**config.mk**
```make
export PLATFORM = sky130hd
export DESIGN_NAME = bcd_freq_synth
export DESIGN_NICKNAME = d
export VERILOG_FILES = /design/src/rtl/bcd_freq_synth.sv
export SDC_FILE = /design/constraint.sdc
export NUM_CORES = 1
export LEC_CHECK = 0
export BUFFER_PORTS_ARGS = -buffer_cell sky130_fd_sc_hd__buf_2
export CORE_MARGIN = 5
export CORE_UTILIZATION = 28
export CTS_CLUSTER_SIZE = 30
export DETAILED_ROUTE_END_ITERATION = 8
export GPL_TIMING_DRIVEN = 0
export HOLD_SLACK_MARGIN = 0.03
export PLACE_DENSITY_LB_ADDON = 0.3
export SYNTH_ARGS = -nofsm -noshare
export SYNTH_HDL_FRONTEND = slang
export SYNTH_SLANG_ARGS = --single-unit
```
**constraint.sdc**
```tcl
create_clock -name iCLK -period 5.78 [get_ports iCLK]
set_input_delay 0.867 -clock iCLK [delete_from_list [all_inputs] [get_ports iCLK]]
set_output_delay 0.867 -clock iCLK [all_outputs]
set_load 0.005 [all_outputs]
```
**src/rtl/bcd_freq_synth.sv**
```systemverilog
// Programmable square-wave generator: packed-BCD target frequency -> binary -> half-period
// count (CLK_HZ / (2*f)) -> toggling output, with glitch-free switching between settings.
module bcd_freq_synth #(
  parameter int unsigned CLK_HZ = 50000000
) (
  input  logic        iCLK,
  input  logic        reset,
  input  logic [31:0] ifreqnum,
  input  logic        iload,
  output logic        obusy,
  output logic        odone,
  output logic        oerr,
  output logic        ofreq_clk,
  output logic [31:0] oactive_bcd
);

  localparam logic [31:0] CLK_VEC = 32'(CLK_HZ);

  typedef enum logic [1:0] {
    S_IDLE  = 2'd0,
    S_CONV  = 2'd1,
    S_DIV   = 2'd2,
    S_CHECK = 2'd3
  } state_t;

  state_t      state_r, state_s;
  logic [4:0]  step_r;
  logic [31:0] shift_r;
  logic [31:0] bcd_req_r;
  logic [26:0] acc_r;
  logic        err_r;
  logic [27:0] rem_r;
  logic [31:0] quo_r;
  logic        obusy_r;

  logic [31:0] h_act_r;
  logic [31:0] gen_cnt_r;
  logic        pend_valid_r;
  logic [31:0] pend_h_r;
  logic [31:0] pend_bcd_r;
  logic        odone_r;
  logic        oerr_r;
  logic        ofreq_r;
  logic [31:0] oactive_r;

  logic [3:0]  digit_s;
  logic [26:0] acc_next_s;
  logic [27:0] div_d_s;
  logic [28:0] rem_shift_s;
  logic        sub_ok_s;
  logic [27:0] rem_next_s;
  logic        chk_s;
  logic        disable_s;
  logic        accept_s;
  logic        reject_s;
  logic        tog_s;

  assign digit_s     = shift_r[31:28];
  assign acc_next_s  = 27'(acc_r * 27'd10 + {23'd0, digit_s});
  assign div_d_s     = {acc_r, 1'b0};
  assign rem_shift_s = {rem_r, CLK_VEC[5'd31 - step_r]};
  // A zero divisor never subtracts; the CHECK decision discards that result anyway.
  assign sub_ok_s    = (div_d_s != 28'd0) && (rem_shift_s >= {1'b0, div_d_s});
  assign rem_next_s  = sub_ok_s ? 28'(rem_shift_s - {1'b0, div_d_s}) : rem_shift_s[27:0];

  assign chk_s     = (state_r == S_CHECK);
  assign disable_s = chk_s && !err_r && (acc_r == 27'd0);
  assign accept_s  = chk_s && !err_r && (acc_r != 27'd0) && (quo_r != 32'd0);
  assign reject_s  = chk_s && (err_r || ((acc_r != 27'd0) && (quo_r == 32'd0)));
  assign tog_s     = (h_act_r != 32'd0) && (gen_cnt_r == h_act_r - 32'd1);

  assign obusy       = obusy_r;
  assign odone       = odone_r;
  assign oerr        = oerr_r;
  assign ofreq_clk   = ofreq_r;
  assign oactive_bcd = oactive_r;

  // FSM state register
  always_ff @(posedge iCLK or negedge reset) begin
    if (!reset) state_r <= S_IDLE;
    else        state_r <= state_s;
  end

  // FSM next-state logic
  always_comb begin
    state_s = state_r;
    case (state_r)
      S_IDLE:  if (iload) state_s = S_CONV; else state_s = S_IDLE;
      S_CONV:  if (step_r == 5'd7) state_s = S_DIV; else state_s = S_CONV;
      S_DIV:   if (step_r == 5'd31) state_s = S_CHECK; else state_s = S_DIV;
      S_CHECK: state_s = S_IDLE;
      default: state_s = S_IDLE;
    endcase
  end

  // Request capture, BCD-to-binary conversion and restoring divide
  always_ff @(posedge iCLK or negedge reset) begin
    if (!reset) begin
      step_r    <= 5'd0;
      shift_r   <= 32'd0;
      bcd_req_r <= 32'd0;
      acc_r     <= 27'd0;
      err_r     <= 1'b0;
      rem_r     <= 28'd0;
      quo_r     <= 32'd0;
      obusy_r   <= 1'b0;
    end else begin
      case (state_r)
        S_IDLE: begin
          if (iload) begin
            shift_r   <= ifreqnum;
            bcd_req_r <= ifreqnum;
            acc_r     <= 27'd0;
            err_r     <= 1'b0;
            rem_r     <= 28'd0;
            quo_r     <= 32'd0;
            step_r    <= 5'd0;
            obusy_r   <= 1'b1;
          end
        end
        S_CONV: begin
          shift_r <= {shift_r[27:0], 4'd0};
          acc_r   <= acc_next_s;
          err_r   <= err_r | (digit_s > 4'd9);
          step_r  <= (step_r == 5'd7) ? 5'd0 : step_r + 5'd1;
        end
        S_DIV: begin
          rem_r  <= rem_next_s;
          quo_r  <= {quo_r[30:0], sub_ok_s};
          step_r <= step_r + 5'd1;
        end
        S_CHECK: begin
          obusy_r <= 1'b0;
          step_r  <= 5'd0;
        end
        default: begin
          step_r <= 5'd0;
        end
      endcase
    end
  end

  // Result reporting, pending slot and square-wave generator
  always_ff @(posedge iCLK or negedge reset) begin
    if (!reset) begin
      h_act_r      <= 32'd0;
      gen_cnt_r    <= 32'd0;
      pend_valid_r <= 1'b0;
      pend_h_r     <= 32'd0;
      pend_bcd_r   <= 32'd0;
      odone_r      <= 1'b0;
      oerr_r       <= 1'b0;
      ofreq_r      <= 1'b0;
      oactive_r    <= 32'd0;
    end else begin
      odone_r <= chk_s;
      if (chk_s) oerr_r <= reject_s;
      if (disable_s) begin
        h_act_r      <= 32'd0;
        gen_cnt_r    <= 32'd0;
        ofreq_r      <= 1'b0;
        oactive_r    <= 32'd0;
        pend_valid_r <= 1'b0;
      end else begin
        if (h_act_r == 32'd0) begin
          // Idle generator: start immediately; first rising edge one full half-period later.
          if (pend_valid_r) begin
            h_act_r      <= pend_h_r;
            oactive_r    <= pend_bcd_r;
            gen_cnt_r    <= 32'd0;
            pend_valid_r <= 1'b0;
          end
        end else if (tog_s) begin
          ofreq_r   <= ~ofreq_r;
          gen_cnt_r <= 32'd0;
          if (pend_valid_r) begin
            h_act_r      <= pend_h_r;
            oactive_r    <= pend_bcd_r;
            pend_valid_r <= 1'b0;
          end
        end else begin
          gen_cnt_r <= gen_cnt_r + 32'd1;
        end
        // A newly accepted value overrides any pending one, including one consumed this edge.
        if (accept_s) begin
          pend_valid_r <= 1'b1;
          pend_h_r     <= quo_r;
          pend_bcd_r   <= bcd_req_r;
        end
      end
    end
  end

endmodule

```
==> flow_summary.toml <==
[grt]
number_of_antenna_violations_at_the_first_check_in_global_routing = 3
grt_first_pass_wirelength_mm = 87.5
overflow = 0
vias_in_the_first_global_route = 15673
grt_start_max_net_pins = 97
grt_util_all_layers_pct = 14.8

[synth]
synthesis.nets = 2143
sequential_fraction_of_the_synthesis_area_pct = 43.2
netlist_instances = 2019
synthXorXnorAreaFrac_pct = 4.62
number_of_distinct_library_cell_variants_in_the_gate_level_netlist_after_synthesis = 85
synth_area_um2 = 18800
yosys-mux-area-fraction_pct = 5.73
synth_seq_cells = 324
synthTopCellsByArea = "dfrtp_1 (43%), ha_1 (5.7%), nand2_1 (5.6%)"
synth_top_family_by_area = "simple AND/OR/NAND/NOR gates"
number_of_enable_flip_flop_cells_after_synthesis = 0
ys_async_sr_fraction_pct = 100
adder_cell_share_of_the_synthesized_area_pct = 6.05
yosys.area_share.simple_pct = 18.0
synth_ff_type = "dfrtp_1"
synth_top_area_share_pct = 43.2
synth.largest_area_cell = "dfrtp_1"
synth_compound_area_share_pct = 17.7
syn-mean-instance-area_um2 = 9.30
yosysWarningCount = 0

[sta]
finalSetupViolations = 0
timing.final.hold_violations = 0
timing_worst_slew_pin_value_ns = 1.22
timing.final.max_slew_violations = 0
unrepaired_setup_endpoints_after_global_routing = "no"
worst_clock_skew_ns = 0.0236
clock.fmax_mhz = 207
post_route_minimum_period_ns = 4.84
layout_worst_path_cycle_share_pct = 83.7
max_slew_margin_pct = 18.0
final.hold.worst_slack_ns = 0.256
tns_ns = 0

[drt]
final_antenna_net_count = 0
detail_route.wirelength_mm = 54.5
detail_route.first_pass.iterations = 7
routed-via-count = 15602
dr.first_iter.drc_count = 1250
detail_route.wl_per_cell_um = 18.0
number_of_vias_per_cell_after_detailed_routing = 5.14
drt_drc_violations_left = 0

[clocking]
postCtsHoldBufs = 0
cts.root.buffer_cell = "clkbuf_16"
insertion_delay_ns = 0.55
setup_bufs_post_cts = 0
cts_buffers = 37
numClockSinks = 324
cts_tree = "built"
clkSlewWorstSetupHoldPaths_ns = 0.06
max-clock-path-buffers = 3
ctsHtreeMaxLevel = 2
postCtsResizedCells = 0

[floorplan]
rows = 95
initial_core_util_pct = 28.1
pin_count = 71
die_h_um = 269
design.core.area_um2 = 66800
overall_die_area_um2 = 72300
die_w_um = 269

[placement]
dp.cells = 2966
numPortBuffers = 70
finalWeightedCongestion = 0.872
dp_hpwl_mm = 41.0

[worst_setup_path]
timing_worst_setup_path_type = "reg -> reg"
setup.worst_path.start_class = "flop"
timing.critical_path.arrival_ns = 5.31
crit_path_end_kind = "flop"
reg2reg_setup_slack_ns = 0.94
cp.required_ns = 6.25
largest_fanout_on_the_critical_path = 7

[layout]
post_layout_instance_count_excluding_filler_cells = 3033
num-fill-cells = 6925
layout_commonest_cell = "dfrtp_1"
final_net_count = 2256
final_util_pct = 32.3
most-common-layout-cells = "dfrtp_1 (324), nand2_1 (282), o21ai_0 (129)"
final_layout_size_suffix_gt1_share_pct = 11.9
antenna_cells = 0
syn_to_final_growth_pct = 14.8

[flow_run]
cap_viol_max_count = 0

[power]
worst_ir_drop_vdd_mv = 0.320
leakage_uw = 0.00970
totalPowerFinal_uw = 9440
power.density_cell_area_nw_per_um2 = 438

[outcome]
run_status = "finished clean"

[worst_hold_path]
hp-class = "in -> async"
-- power by group --
part	switching [uW]	leakage (uW)	internal, uW
logic	2480	0.00475	1590
clock network	969	0.000616	1430
registers	365	0.00433	2600
total	3810	0.00970	5630
-- worst max-delay path, cell delays in order, from the launching register on --
cell	delay, ns
dfrtp_1	0.52
ha_1	0.30
ha_1	0.27
a211oi_1	0.54
o21ai_0	0.31
a211oi_1	0.51
o21ai_0	0.28
xor2_1	0.33
nor4bb_1	0.80
nand3_1	0.26
or4_1	0.58
nand3_1	0.09
-- worst paths after layout --
check	start	endpoint	depth (start not counted)
max	acc_r[1]$_DFFE_PN0P_	acc_r[26]$_DFFE_PN0P_	11
min	reset	gen_cnt_r[17]$_DFFE_PN0P_	1
max reg2reg	acc_r[1]$_DFFE_PN0P_	acc_r[26]$_DFFE_PN0P_	11
min reg2reg	bcd_req_r[28]$_DFFE_PN0P_	bcd_req_r[28]$_DFFE_PN0P_	2
max in group asynchronous	reset	rem_r[17]$_DFFE_PN0P_	4
min in group iCLK	bcd_req_r[28]$_DFFE_PN0P_	bcd_req_r[28]$_DFFE_PN0P_	2
-- kinds of logic (layout without fill, tap and decap cells) --
family | Yosys count | after routing
AOI/OAI and AO/OA | 518 | 518
xor gates and xnor gates | 99 | 99
adders and majority gates | 89 | 89
buffers and inverters | 198 | 339
DFF | 324 | 324
muxes | 99 | 99
and+or+nand+nor | 692 | 692
-- cell usage after synthesis, types with 28 or more instances --
| cell type | number |
|---|---|
| nand3_1 | 120 |
| mux2_2 | 67 |
| mux2i_1 | 32 |
| a21oi_1 | 79 |
| o21ai_0 | 129 |
| xor2_1 | 42 |
| nor3_1 | 30 |
| nor4_1 | 33 |
| a31oi_1 | 28 |
| o22ai_1 | 63 |
| clkbuf_1 | 95 |
| dfrtp_1 | 324 |
| nand4_1 | 28 |
| o21ai_1 | 39 |
| nand2_1 | 282 |
| a22o_1 | 43 |
| xnor2_1 | 57 |
| nor2_1 | 72 |
| ha_1 | 86 |
| inv_1 | 71 |
-- through the flow --
stage / setup WS (ns) / cell area, um2
floorplan: 1.92 / 18800
global placement: -2.40 / 20200
detailed placement: 0.984 / 20300
CTS: 0.974 / 21600
global route: 0.503 / 21600
finish: 0.940 / 21600
-- metal layers --
layer	GRT usage, %	vias up	routed length, um
met4	4.74	0	1800
met3	2.20	104	2390
met1	20.8	7570	25300
li1	-	7572	-
met2	23.8	356	24900
met5	0	-	0
-- state kept, by name, indices dropped and copies added (netlist names), named ones only --
register      count
odone             1
acc_r            27
quo_r            32
oactive_bcd      32
state_r           1
h_act_r          32
err_r             1
shift_r          32
pend_bcd_r       32
step_r            5
pend_h_r         32
ofreq_clk         1
gen_cnt_r        32
obusy             1
bcd_req_r        32
oerr              1
rem_r            28
pend_valid_r      1
-- area by class of cell --
cell class / count / area, um2 / area share [%]
well taps: 873 / 1090 / 5.07
repair buffers: 74 / 448 / 2.08
multi-input cells: 1497 / 9780 / 45.4
inverters: 71 / 267 / 1.24
clock buffers: 50 / 1020 / 4.75
plain buffers: 127 / 618 / 2.87
clock inverters: 17 / 219 / 1.02
flip-flops and latches: 324 / 8110 / 37.6
(Power assumes the default switching activity.)
